<file path="src/rtl/vn_collector_pkg.sv">
// Shared constants for the VN reduction-network datapath: word width,
// lane indices and drop-counter width.
package vn_collector_pkg;

    localparam int DATA_TYPE_DEFAULT = 32;

    localparam int LANE0 = 0;
    localparam int LANE1 = 1;

    localparam int DROP_CNT_W = 16;

endpackage : vn_collector_pkg

</file>
<file path="src/rtl/vn_fifo_mem.sv">
// DEPTH x DATA_TYPE register array, two write ports and one asynchronous read port.
// No reset: contents are only meaningful between the read and write pointers.
module vn_fifo_mem
    import vn_collector_pkg::*;
#(
    parameter int DATA_TYPE = DATA_TYPE_DEFAULT,
    parameter int DEPTH     = 16,
    parameter int PTR_W     = 4
) (
    input  logic                 clk,
    input  logic [PTR_W-1:0]     i_wr_addr_a,
    input  logic [DATA_TYPE-1:0] i_wr_data_a,
    input  logic                 i_wr_en_a,
    input  logic [PTR_W-1:0]     i_wr_addr_b,
    input  logic [DATA_TYPE-1:0] i_wr_data_b,
    input  logic                 i_wr_en_b,
    input  logic [PTR_W-1:0]     i_rd_addr,
    output logic [DATA_TYPE-1:0] o_rd_data
);

    logic [DATA_TYPE-1:0] r_mem [DEPTH];

    // The two write addresses are always consecutive slots, so they never collide.
    always_ff @(posedge clk) begin
        if (i_wr_en_a) begin
            r_mem[i_wr_addr_a] <= i_wr_data_a;
        end
        if (i_wr_en_b) begin
            r_mem[i_wr_addr_b] <= i_wr_data_b;
        end
    end

    assign o_rd_data = r_mem[i_rd_addr];

endmodule : vn_fifo_mem

</file>
<file path="src/rtl/vn_collector.sv">
// Collects up to two VN words per cycle from the root adder switch, compacts
// them into an in-order FIFO and drains one word per cycle; overflow is counted.
module vn_collector
    import vn_collector_pkg::*;
#(
    parameter int DATA_TYPE = DATA_TYPE_DEFAULT,
    parameter int DEPTH     = 16,
    parameter int PTR_W     = 4
) (
    input  logic                   clk,
    input  logic                   rst,
    input  logic [2*DATA_TYPE-1:0] i_vn,
    input  logic [1:0]             i_vn_valid,
    output logic [DATA_TYPE-1:0]   o_data,
    output logic                   o_valid,
    input  logic                   i_ready,
    output logic [PTR_W:0]         o_count,
    output logic                   o_full,
    output logic                   o_empty,
    output logic                   o_overflow,
    output logic [DROP_CNT_W-1:0]  o_drop_cnt
);

    logic [PTR_W-1:0]      r_wr_ptr;
    logic [PTR_W-1:0]      r_rd_ptr;
    logic [PTR_W:0]        r_count;
    logic                  r_full;
    logic                  r_empty;
    logic                  r_overflow;
    logic [DROP_CNT_W-1:0] r_drop_cnt;

    logic [DATA_TYPE-1:0]  w_lane0;
    logic [DATA_TYPE-1:0]  w_lane1;
    logic [DATA_TYPE-1:0]  w_first;
    logic [DATA_TYPE-1:0]  w_rd_data;
    logic [1:0]            w_nv;
    logic [1:0]            w_nw;
    logic [1:0]            w_nd;
    logic [PTR_W:0]        w_free;
    logic [PTR_W:0]        w_count_next;
    logic                  w_pop;
    logic                  w_we_a;
    logic                  w_we_b;
    logic [PTR_W-1:0]      w_wr_addr_b;
    logic [DROP_CNT_W:0]   w_drop_sum;

    assign w_lane0 = i_vn[DATA_TYPE-1:0];
    assign w_lane1 = i_vn[2*DATA_TYPE-1:DATA_TYPE];

    assign w_nv   = {1'b0, i_vn_valid[LANE0]} + {1'b0, i_vn_valid[LANE1]};
    assign w_free = (PTR_W+1)'(DEPTH) - r_count;

    // Space comes only from the registered count; a same-cycle pop frees nothing.
    always_comb begin
        w_nw = w_nv;
        if ((PTR_W+1)'(w_nv) > w_free) begin
            w_nw = w_free[1:0];
        end
    end

    assign w_nd = w_nv - w_nw;

    // Compaction: slot wr_ptr gets the first valid lane, wr_ptr+1 only ever lane 1.
    assign w_first     = i_vn_valid[LANE0] ? w_lane0 : w_lane1;
    assign w_we_a      = !rst && (w_nw != 2'd0);
    assign w_we_b      = !rst && (w_nw == 2'd2);
    assign w_wr_addr_b = r_wr_ptr + PTR_W'(1);

    assign w_pop        = !r_empty && i_ready;
    assign w_count_next = r_count + (PTR_W+1)'(w_nw) - (PTR_W+1)'(w_pop);
    assign w_drop_sum   = {1'b0, r_drop_cnt} + (DROP_CNT_W+1)'(w_nd);

    always_ff @(posedge clk) begin
        if (rst) begin
            r_wr_ptr   <= '0;
            r_rd_ptr   <= '0;
            r_count    <= '0;
            r_full     <= 1'b0;
            r_empty    <= 1'b1;
            r_overflow <= 1'b0;
            r_drop_cnt <= '0;
        end else begin
            r_wr_ptr <= r_wr_ptr + PTR_W'(w_nw);
            if (w_pop) begin
                r_rd_ptr <= r_rd_ptr + PTR_W'(1);
            end
            r_count <= w_count_next;
            r_full  <= (w_count_next == (PTR_W+1)'(DEPTH));
            r_empty <= (w_count_next == '0);
            if (w_nd != 2'd0) begin
                r_overflow <= 1'b1;
                r_drop_cnt <= w_drop_sum[DROP_CNT_W] ? '1 : w_drop_sum[DROP_CNT_W-1:0];
            end
        end
    end

    vn_fifo_mem #(
        .DATA_TYPE (DATA_TYPE),
        .DEPTH     (DEPTH),
        .PTR_W     (PTR_W)
    ) u_mem (
        .clk         (clk),
        .i_wr_addr_a (r_wr_ptr),
        .i_wr_data_a (w_first),
        .i_wr_en_a   (w_we_a),
        .i_wr_addr_b (w_wr_addr_b),
        .i_wr_data_b (w_lane1),
        .i_wr_en_b   (w_we_b),
        .i_rd_addr   (r_rd_ptr),
        .o_rd_data   (w_rd_data)
    );

    assign o_data     = r_empty ? '0 : w_rd_data;
    assign o_valid    = !r_empty;
    assign o_count    = r_count;
    assign o_full     = r_full;
    assign o_empty    = r_empty;
    assign o_overflow = r_overflow;
    assign o_drop_cnt = r_drop_cnt;

endmodule : vn_collector

</file>
<file path="config.mk">
export PLATFORM = sky130hd
export DESIGN_NAME = vn_collector
export DESIGN_NICKNAME = d
export VERILOG_FILES = /design/src/rtl/vn_collector_pkg.sv /design/src/rtl/vn_fifo_mem.sv /design/src/rtl/vn_collector.sv
export SDC_FILE = /design/constraint.sdc
export NUM_CORES = 1
export LEC_CHECK = 0
export ABC_AREA = 0
export BUFFER_PORTS_ARGS = -buffer_cell sky130_fd_sc_hd__buf_2
export CORE_AREA = 2 2 165 328
export DETAILED_ROUTE_END_ITERATION = 8
export DIE_AREA = 0 0 167 330
export HOLD_SLACK_MARGIN = 0.15
export PLACE_DENSITY = 0.72
export SLEW_MARGIN = 15
export SYNTH_ARGS = -nofsm -noshare
export SYNTH_HDL_FRONTEND = slang
export SYNTH_HIERARCHICAL = 1
export SYNTH_SLANG_ARGS = --single-unit
</file>
<file path="constraint.sdc">
create_clock -name clk -period 6.7 [get_ports clk]
set_clock_uncertainty 0.1 [all_clocks]
set_input_delay 0.67 -clock clk [delete_from_list [all_inputs] [get_ports clk]]
set_output_delay 0.67 -clock clk [all_outputs]
set_load 0.05 [all_outputs]
</file>
==> results.md, run 1 <==
Run status:
- The run finished with clean final reports.

Die:
- The area enclosed by the die boundary is 0.0551 mm^2.
- The floorplan row count is between 100 and 150.
- The core region is roughly 0.053 mm^2.
- Measured along the x axis, the die boundary spans 167 um.
- The floorplan step set the die height to about 330 um.
- The starting density of the core is a little over half.
- The boundary pin count is 126.

Layout:
- The filler cell count in the final layout is around 4,000.
- The most common library cell in the layout ignoring fill and taps is sky130_fd_sc_hd__edfxtp_1.
- Summing all non-filler instances in the final layout gives an area of about 0.031 mm^2.
- Cells with a size suffix above 1 make up around half of the layout.
- Compared with the post-synthesis result, the final layout area differs by 9.90%.
- The top cell types in the final layout, fill and taps aside, are sky130_fd_sc_hd__edfxtp_1 (512), sky130_fd_sc_hd__mux2_2 (473), sky130_fd_sc_hd__mux4_2 (128).
- The number of nets in the finished design is 1,887.
- After the flow finishes, the layout carries non-filler instances totaling approximately 2,500.
- For this run, the share of the core covered by cells in the final layout is around 60%.

Critical path:
- The slowest stage of the critical path is the sky130_fd_sc_hd__nand2b_2 cell.
- The kind of start point of the critical path is a register.
- The endpoint kind of the worst setup timing path is a register.
- The startpoint-to-endpoint class of the critical path is reg -> reg.
- Of all nets on the critical path, the largest fanout is 33.
- The biggest cell delay along the critical path is 0.91 ns.
- The worst endpoint required time is approximately 6.9 ns.
- The critical path goes through inv_1, ha_1, inv_1, ha_1, nor2b_1, o221ai_1, nor3b_4, nand3_1, a21oi_1, nand3_1, nand2b_2, o21ai_4, buf_16.
- The critical path arrival is 5.64 ns.

STA:
- The total negative setup slack is 0 ns.
- The count of endpoints failing setup in the final report is 0.
- For this run, the top clock speed supported by timing is 0.183 GHz.
- The final hold violation count came to 0.
- The number of slew-limit violations in the final report is 0.
- Setup repair after global routing left no endpoint under its margin.
- Hold is met by slightly below 0.4 ns.
- For the pin with the worst max-slew slack, the measured transition is about 1.1 ns.
- The part of the cycle the worst path needs is 81.4%.
- The headroom to the max-slew limit is approximately 24%.
- The final critical delay including setup and external delays is between 5 and 6 ns.

Global route:
- Entering global routing, the biggest net connects 86 pins.
- The number of antenna violations at the first check in global routing is 1.
- The aggregate global-route resource usage is around 27%.
- The final global-route overflow total is 0.
- The number of global-route vias before repair is approximately 17,000.
- The first global-routing pass estimated ~110,000 um of wire.

Synth:
- The register area share after synthesis is 56.1%.
- The synthesized netlist net count is roughly 1,800.
- The top cell type's share of synthesized area is between 50% and 60%.
- In this run the mean area of a mapped cell was between 15 and 20 um^2.
- The Yosys warning count is 6.
- The combined area of all synthesized cells is 0.0285 mm^2.
- Of all flip-flops after synthesis, the portion carrying an async set or reset was 0%.
- The number of enable-type register cells in the synthesized netlist is ~510.
- Synthesis handed over a netlist of ~1,800 instances.
- The total of flip-flops plus latches after synthesis is roughly 540.
- The synthesized netlist contains 59 unique library cells.
- The library cell with the largest summed area after synthesis is sky130_fd_sc_hd__edfxtp_1.
- The most instantiated flip-flop cell in the synthesis netlist is sky130_fd_sc_hd__edfxtp_1.
- Ranked by total cell area, the synthesized netlist is headed by sky130_fd_sc_hd__edfxtp_1 (54%), sky130_fd_sc_hd__mux2_2 (19%), sky130_fd_sc_hd__mux4_2 (10%), sky130_fd_sc_hd__mux2_4 (3.1%), sky130_fd_sc_hd__dfxtp_1 (2.2%).

Drt:
- In this run, the number of DRC markers left after iteration 0 of detailed routing was 1,351.
- Dividing the detail-routed wire length by the instance count gives around 30 um.
- The via count is 16,500.
- After detailed routing, the number of remaining DRC violations is 0.
- Wires add up to ~75,000 um.
- The remaining number of nets flagged by the antenna check after routing is 0.
- The detailed-router iteration count before antenna repair is 5.
- Dividing the detail-routed via count by the number of cells gives 6.59.

Clock network:
- The root buffer cell chosen for the clock tree is sky130_fd_sc_hd__clkbuf_16.
- The buffer depth of the longest clock path is 3.
- The number of instances resized during post-cts repair is 0.
- Hold repair after CTS inserted 0 buffers.
- The maximum level of the CTS H-tree is 2.
- The clock reaches the later pin of the worst-skew pair after between 0.5 and 0.6 ns.
- The clock tree from TritonCTS is done.
- The clock transition time at the flip-flop clock pins of the worst setup and hold paths is around 0.070 ns.
- In this run, CTS created clock tree buffers numbering 48.
- The sink count of the clock tree is 544.
- The number of setup buffers added after CTS is 0.

Placement:
- Including well taps, the total number of placed cells is around 2,400.
- At the end of routability-driven placement, the weighted congestion stood at 0.876.
- The quantity of I/O buffers inserted on ports is approximately 130.
- After legalization and detailed placement, the total HPWL measured ~45,000 um.
- Once placement finished, the instance area stood at a little under 0.03 mm^2.

Run:
- The max-cap violation count is 0.

Pwr:
- The areal power density over the cells is 309 mW/mm^2.
- Summed over all cells, the static leakage comes to between 0.01 and 0.015 uW.
- VDD sags by at most ~0.46 mV.

Min path:
- The tightest min-delay check is of the reg -> reg type.
metal layers:
layer  global-route usage, %  vias to the layer above  part of all wire (%)  wire (um)
li1                        -                     7021                     -          -
met4                    12.3                        0                   4.6       3440
met1                    31.3                     8607                    36      26900
met5                       0                        -                     0          0
met2                    50.2                      656                    54      40600
met3                    3.89                      180                   5.9       4430
metrics by stage:
| stage | total power [uW] | worst slack, ns |
|---|---|---|
| 2_1_floorplan | 6230 | 0.647 |
| 3_5_place_dp | 7000 | 1.16 |
| 3_3_place_gp | 6950 | 1.21 |
| 5_1_grt | 10000 | 0.988 |
| 6_report | 9690 | 1.25 |
| 4_1_cts | 9750 | 1.25 |
where the power goes:
group | total, uW | switching (uW) | internal, uW
Combinational | 2790 | 1700 | 1090
Sequential | 4130 | 141 | 3990
Clock | 2770 | 1260 | 1520
cells in the mapped netlist (4+ instances only):
cell type,n
sky130_fd_sc_hd__ha_1,18
sky130_fd_sc_hd__and3_1,5
sky130_fd_sc_hd__nor2_1,34
sky130_fd_sc_hd__mux4_2,128
sky130_fd_sc_hd__o21ai_0,9
sky130_fd_sc_hd__buf_2,40
sky130_fd_sc_hd__clkbuf_1,105
sky130_fd_sc_hd__nor3_1,6
sky130_fd_sc_hd__xor2_1,5
sky130_fd_sc_hd__inv_1,21
sky130_fd_sc_hd__edfxtp_1,512
sky130_fd_sc_hd__nor2b_1,43
sky130_fd_sc_hd__buf_6,10
sky130_fd_sc_hd__mux2_4,58
sky130_fd_sc_hd__buf_4,17
sky130_fd_sc_hd__a21oi_1,13
sky130_fd_sc_hd__o22ai_1,9
sky130_fd_sc_hd__a22oi_1,64
sky130_fd_sc_hd__nand2_1,46
sky130_fd_sc_hd__a211oi_1,9
sky130_fd_sc_hd__dfxtp_1,32
sky130_fd_sc_hd__mux2_2,473
sky130_fd_sc_hd__buf_1,4
sky130_fd_sc_hd__nand2b_1,8
sky130_fd_sc_hd__nand3_1,11
sky130_fd_sc_hd__and2_1,4
sky130_fd_sc_hd__mux2_1,15
sky130_fd_sc_hd__xnor2_1,9
sky130_fd_sc_hd__a31oi_1,8
cell type report:
| cell class | instances | area (um^2) | share of cell area, % |
|---|---|---|---|
| multi-input combinational | 1015 | 11900 | 37.9 |
| sequential | 544 | 16000 | 51.1 |
| tap | 665 | 832 | 2.65 |
| inverter | 22 | 82.6 | 0.263 |
| antenna | 1 | 2.50 | 0.00798 |
| timing repair buffer | 166 | 978 | 3.12 |
| clock inverter | 31 | 264 | 0.842 |
| clock buffer | 56 | 1270 | 4.06 |
sequential cells by signal, summed over array words and instances, names as in the netlist:
signal	count
u_mem/r_mem	512
o_drop_cnt	16
o_count	5
r_rd_ptr	4
r_wr_ptr	4
o_empty	1
o_full	1
o_overflow	1
cell families (layout without fill, tap and decap cells):
group	Yosys count	count (layout)	synth area share, %
mux	675	675	32.4
fa+ha+maj	21	21	1.00
compound gates	123	123	3.09
simple gates	182	182	3.64
xor+xnor	14	14	0.430
flops	544	544	56.1
buf+inv	198	275	3.27
other cells	0	1	0
critical path, delay by kind of cell, from the launching register on:
kind	cells	cell delay, ns
and+or+nand+nor	5	2.20
AOI/OAI and AO/OA	3	1.28
adders and majority gates	2	0.65
buffers and inverters	3	0.45
DFF	1	0.45
final timing paths:
kind / from / end / slack [ns] / depth (start not counted)
worst max-delay path: o_count[0] / u_mem/r_mem[12][16] / 1.25 / 13
worst min-delay path: o_overflow / o_overflow / 0.39 / 2
worst max register to register: o_count[0] / u_mem/r_mem[12][16] / 1.25 / 13
worst min register to register: o_overflow / o_overflow / 0.39 / 2
No activity file was read; power rests on OpenSTA's default activity.
==> run 2: changes to the inputs <==
--- a/config.mk
+++ b/config.mk
@@ -5,13 +5,13 @@
 export SDC_FILE = /design/constraint.sdc
 export NUM_CORES = 1
 export LEC_CHECK = 0
-export ABC_AREA = 0
+export ABC_AREA = 1
 export BUFFER_PORTS_ARGS = -buffer_cell sky130_fd_sc_hd__buf_2
-export CORE_AREA = 2 2 165 328
+export CORE_AREA = 2 2 170 338
 export DETAILED_ROUTE_END_ITERATION = 8
-export DIE_AREA = 0 0 167 330
+export DIE_AREA = 0 0 172 340
 export HOLD_SLACK_MARGIN = 0.15
-export PLACE_DENSITY = 0.72
+export PLACE_DENSITY = 0.74
 export SLEW_MARGIN = 15
 export SYNTH_ARGS = -nofsm -noshare
 export SYNTH_HDL_FRONTEND = slang
==> constraint.sdc (replaced) <==
create_clock -name clk -period 4.4 [get_ports clk]
set_clock_uncertainty 0.1 [all_clocks]
set_input_delay 0.44 -clock clk [delete_from_list [all_inputs] [get_ports clk]]
set_output_delay 0.44 -clock clk [all_outputs]
set_load 0.05 [all_outputs]
==> run 2 against run 1 <==
Net effect:
- worst setup slack worse by 0.95 ns
- cell count is 81% higher
- largest cell class unchanged
- largest power group unchanged
- final area rose by 6.1%
- fmax rose by 33%
- power grew 55%
- highest routed layer is now met5
- utilization decreased by 0.24 points
==> results.md, run 2 <==
Pwr:
- The net switching power figure is 5170 uW (+67%).
- The switching fraction of total power is 34.4% (+2.4 points).
- The clock share of power is 29.9% (+1.3 points).
- The share of power burned in registers is 41.6% (-1.0 points).
- The internal power is 9850 uW (+49%).
- The static power due to leakage is 0.0152 uW (+45%).
- The worst IR drop on VDD is 0.604 mV (+33%).
- The relative contribution of combinational cells to total power is 28.5% (-0.3 points).
- The areal power density over the cells is 451 mW/mm^2 (+46%).

Die:
- The floorplan die height is 340 um (+3.0%).
- The boundary pin count was 126 (unchanged).
- The floorplan row count is 123 (+3.4%).
- The starting density of the core came to 54.3% (about the same).
- The area of the core is 0.0560 mm^2 (+6.6%).
- The chip width came to 172 um (+3.0%).
- The area enclosed by the die boundary came to 0.0585 mm^2 (+6.1%).

Synth:
- The post-synthesis async set-or-reset flop share is 0% (unchanged).
- The synthesized netlist net count is 3,896 (+110%).
- The number of enable-type register cells in the synthesized netlist is 512 (unchanged).
- Ranked by instance count, the synthesized netlist is headed by sky130_fd_sc_hd__nand2_1 (1,228), sky130_fd_sc_hd__edfxtp_1 (512), sky130_fd_sc_hd__inv_1 (509).
- By area the synthesized netlist is led by sky130_fd_sc_hd__edfxtp_1 (51%), sky130_fd_sc_hd__nand2_1 (15%), sky130_fd_sc_hd__nand3_1 (6.8%), sky130_fd_sc_hd__inv_1 (6.3%), sky130_fd_sc_hd__o21ai_0 (4.8%).
- The top cell type's share of synthesized area is 50.5% (-3.3 points).
- The count of distinct cell types in the synthesized netlist is 40 (-32%).
- sky130_fd_sc_hd__nand2_1 is the most common cell in the netlist.
- The register area share after synthesis is 52.6% (-3.5 points).
- Among all flip-flop cells after synthesis, the most frequent one is sky130_fd_sc_hd__edfxtp_1.
- The total of flip-flops plus latches after synthesis is 544 (unchanged).
- The synthesized netlist cell count came to 3,806 (+120%).
- The largest total area in the synthesized netlist belongs to sky130_fd_sc_hd__edfxtp_1.
- The Yosys warning count came to 6 (unchanged).
- The mean cell area of the mapped netlist came to 7.99 um^2 (-51%).
- The combined area of all synthesized cells is 0.0304 mm^2 (+6.6%).

Placement:
- The final weighted congestion in routability-driven placement is 0.936 (+6.8%).
- The HPWL after detailed placement was 54,600 um (+21%).
- The quantity of I/O buffers inserted on ports is 125 (unchanged).
- The cell total after placement came to 4,436 (+84%).

Critical path:
- The worst endpoint required time is 4.81 ns (-2.08 ns).
- The kind of start point of the critical path is a register.
- The biggest cell delay along the critical path is 0.37 ns (-0.54 ns).
- The maximum fanout along the worst path is 8 (-76%).
- The critical path launch point is o_count[0].
- The critical path goes through inv_1, ha_1, inv_1, ha_1, inv_1, o21bai_1, nand2_1, nor2_2, nand2_2, nand2_1, o21a_1, ha_1, inv_1, ha_1, fa_2, inv_1, nor2_2, nand2_1, nor2_4, nand3_2, nand3_1, nand2_1, a21oi_1.
- The startpoint identified for the worst register-to-register timing path is o_count[0].
- The critical path is of the reg -> reg type.
- The critical path arrival is 4.52 ns (-1.12 ns).
- The most used cell along the critical path is sky130_fd_sc_hd__inv_1.
- STA classifies the critical path endpoint as a register.
- The slowest stage of the critical path is the sky130_fd_sc_hd__dfxtp_2 cell.

Layout:
- The share of final-layout standard cells stronger than drive strength 1 came to 10.4% (-41 points).
- The filler cell count in the final layout is 4,845 (+23%).
- More flip-flops sit in one register than any other, and that register is u_mem/r_mem.
- The final design utilization is 59.4% (-0.24 points).
- The growth of design area from synthesis to finish is 9.41%.
- The final cell count without fillers is 4,523 (+81%).
- The diode insertion count for antenna repair was 0 (-1).
- The number of nets in the finished design is 3,827 (+100%).
- In the layout the commonest cells are sky130_fd_sc_hd__nand2_1 (1,217), sky130_fd_sc_hd__edfxtp_1 (512), sky130_fd_sc_hd__inv_1 (506).
- The flip-flop count of the largest register, all copies and words added came to 512 (unchanged).
- The library cell used most frequently in the layout, excluding fill and tap cells, is sky130_fd_sc_hd__nand2_1.

Drt:
- The mean routed wirelength per cell is 20.6 um (-32%).
- The number of DRC violations after detailed-routing iteration 0 is 2,871 (+110%).
- The number of DRC violations after detailed routing is 0 (unchanged).
- The via count is 26,000 (+58%).
- The remaining number of nets flagged by the antenna check after routing is 0 (unchanged).
- The detailed-router iteration count before antenna repair was 8 (+3).
- The ratio of routed vias to standard cells is 5.76 (-13%).
- The total length of routed wires is 93,100 um (+24%).

STA:
- The slew at the pin closest to its max-slew limit came to 1.11 ns (-0.0285 ns).
- The part of the cycle the worst path needs is 93.3% (+12 points).
- The worst hold slack after final layout came to 0.303 ns (-0.0861 ns).
- The final critical delay including setup and external delays is 4.11 ns (-1.35 ns).
- The highest attainable clock frequency was 0.244 GHz (+33%).
- The count of endpoints failing setup in the final report is 0 (unchanged).
- The headroom to the max-slew limit is 26.1% (+2.1 points).
- The final hold violation count is 0 (unchanged).
- The number of slew-limit violations in the final report is 0 (unchanged).

Clock network:
- The clock transition time at the flip-flop clock pins of the worst setup and hold paths is 0.07 ns (about the same).
- The total clock buffers created by CTS is 47 (-2.1%).
- The count of buffers added by post-CTS timing repair for setup was 0 (unchanged).
- The sink count of the clock tree is 544 (unchanged).
- The buffer depth of the longest clock path is 3 (unchanged).
- CTS placed an instance of sky130_fd_sc_hd__clkbuf_16 at the clock tree root.
- The clock latency reported for the late side of the worst-skew pair is 0.58 ns (about the same).
- The clock tree from TritonCTS is done.
- The maximum level of the CTS H-tree was 2 (unchanged).

Global route:
- The number of antenna violations at the first check in global routing came to 2 (+1).
- The wire length of the first global-routing pass is 141,000 um (+27%).
- The aggregate global-route resource usage came to 31.9% (+4.6 points).
- The largest net degree at the start of global routing is 158 (+84%).
- The number of global-route vias before repair is 25,400 (+46%).
- The final global-route overflow total is 0 (unchanged).

Run:
- The max-cap violation count came to 0 (unchanged).

Run status:
- The flow ran to the end, and the final reports show no timing, DRC or antenna violations.

Min path:
- In this run the most critical hold path is launched from rst.
- The classification of the worst-slack hold path is in -> reg.
-- run 2: cell count changes in the layout (fill, tap and decap cells not counted), moves of 67 or more --
cell / delta
sky130_fd_sc_hd__nand2_1: +1172
sky130_fd_sc_hd__inv_1: +485
sky130_fd_sc_hd__mux2_2: -441
sky130_fd_sc_hd__nand3_1: +400
sky130_fd_sc_hd__o21ai_0: +273
sky130_fd_sc_hd__o21ai_1: +208
sky130_fd_sc_hd__mux4_2: -128
sky130_fd_sc_hd__nor2_1: +67
-- run 2: worst paths after layout --
kind	cells past startpoint	slack, ns	endpoint
setup / recovery	23	0.29	o_drop_cnt[5]
hold / removal	2	0.30	r_wr_ptr[2]
setup reg to reg	23	0.29	o_drop_cnt[5]
hold reg to reg	2	0.37	o_overflow
-- run 2: worst max-delay path, delay by kind of cell (launching register included) --
family | cells | cell delay (ns)
buffers and inverters | 5 | 0.33
adders and majority gates | 5 | 1.43
and+or+nand+nor | 10 | 1.37
DFF | 1 | 0.37
AOI/OAI and AO/OA | 3 | 0.47
-- run 2: kinds of logic (layout without fill, tap and decap cells) --
logic type / Yosys count / count (layout) / synth area share [%]
buffers and inverters: 843 / 809 / 11.0
AOI/OAI and AO/OA: 559 / 559 / 9.39
and+or+nand+nor: 1793 / 1794 / 24.4
DFF: 544 / 544 / 52.6
xor gates and xnor gates: 14 / 14 / 0.403
muxes: 32 / 32 / 1.18
adders and majority gates: 21 / 21 / 0.938
-- run 2: area by class of cell --
type / count / area (um^2) / share of cell area (%)
Clock inverter: 24 / 334 / 1.00
Multi-Input combinational cell: 2420 / 11400 / 34.2
Inverter: 513 / 1940 / 5.82
Sequential cell: 544 / 16000 / 48.2
Timing Repair Buffer: 211 / 1370 / 4.13
Tap cell: 750 / 938 / 2.82
Clock buffer: 61 / 1290 / 3.88
-- run 2: power groups by stage --
stage	clock (uW)	sequential [uW]	combinational (uW)
finish	4500	6250	4280
global route	4710	6270	4670
CTS	4530	6240	4240
detailed placement	0	6360	4220
global placement	0	6340	4160
floorplan	0	6440	2910
-- run 2: timing repair --
item,CTS,global route
gates resized for setup,0,6
hold buffers,1,0
endpoints found under the hold margin,1,0
setup endpoints to repair,0,38
-- run 2: routing by layer --
metal | up-vias | track usage (%) | share of wire, %
met4 | 4 | 18.0 | 6.2
met1 | 12000 | 36.7 | 34
met2 | 1495 | 56.2 | 50
met5 | - | 0 | 0.027
met3 | 372 | 4.37 | 9.4
li1 | 12100 | - | -
-- run 2: per-stage QoR --
stage	total power, uW	area (um^2)	setup slack (ns)	setup TNS (ns)
floorplan	9340	30500	0.0266	0
global placement	10500	31600	0.185	0
detailed placement	10600	31600	0.114	0
CTS	15000	33300	0.112	0
global route	15600	33300	-0.0123	-0.0407
finish	15000	33300	0.293	0
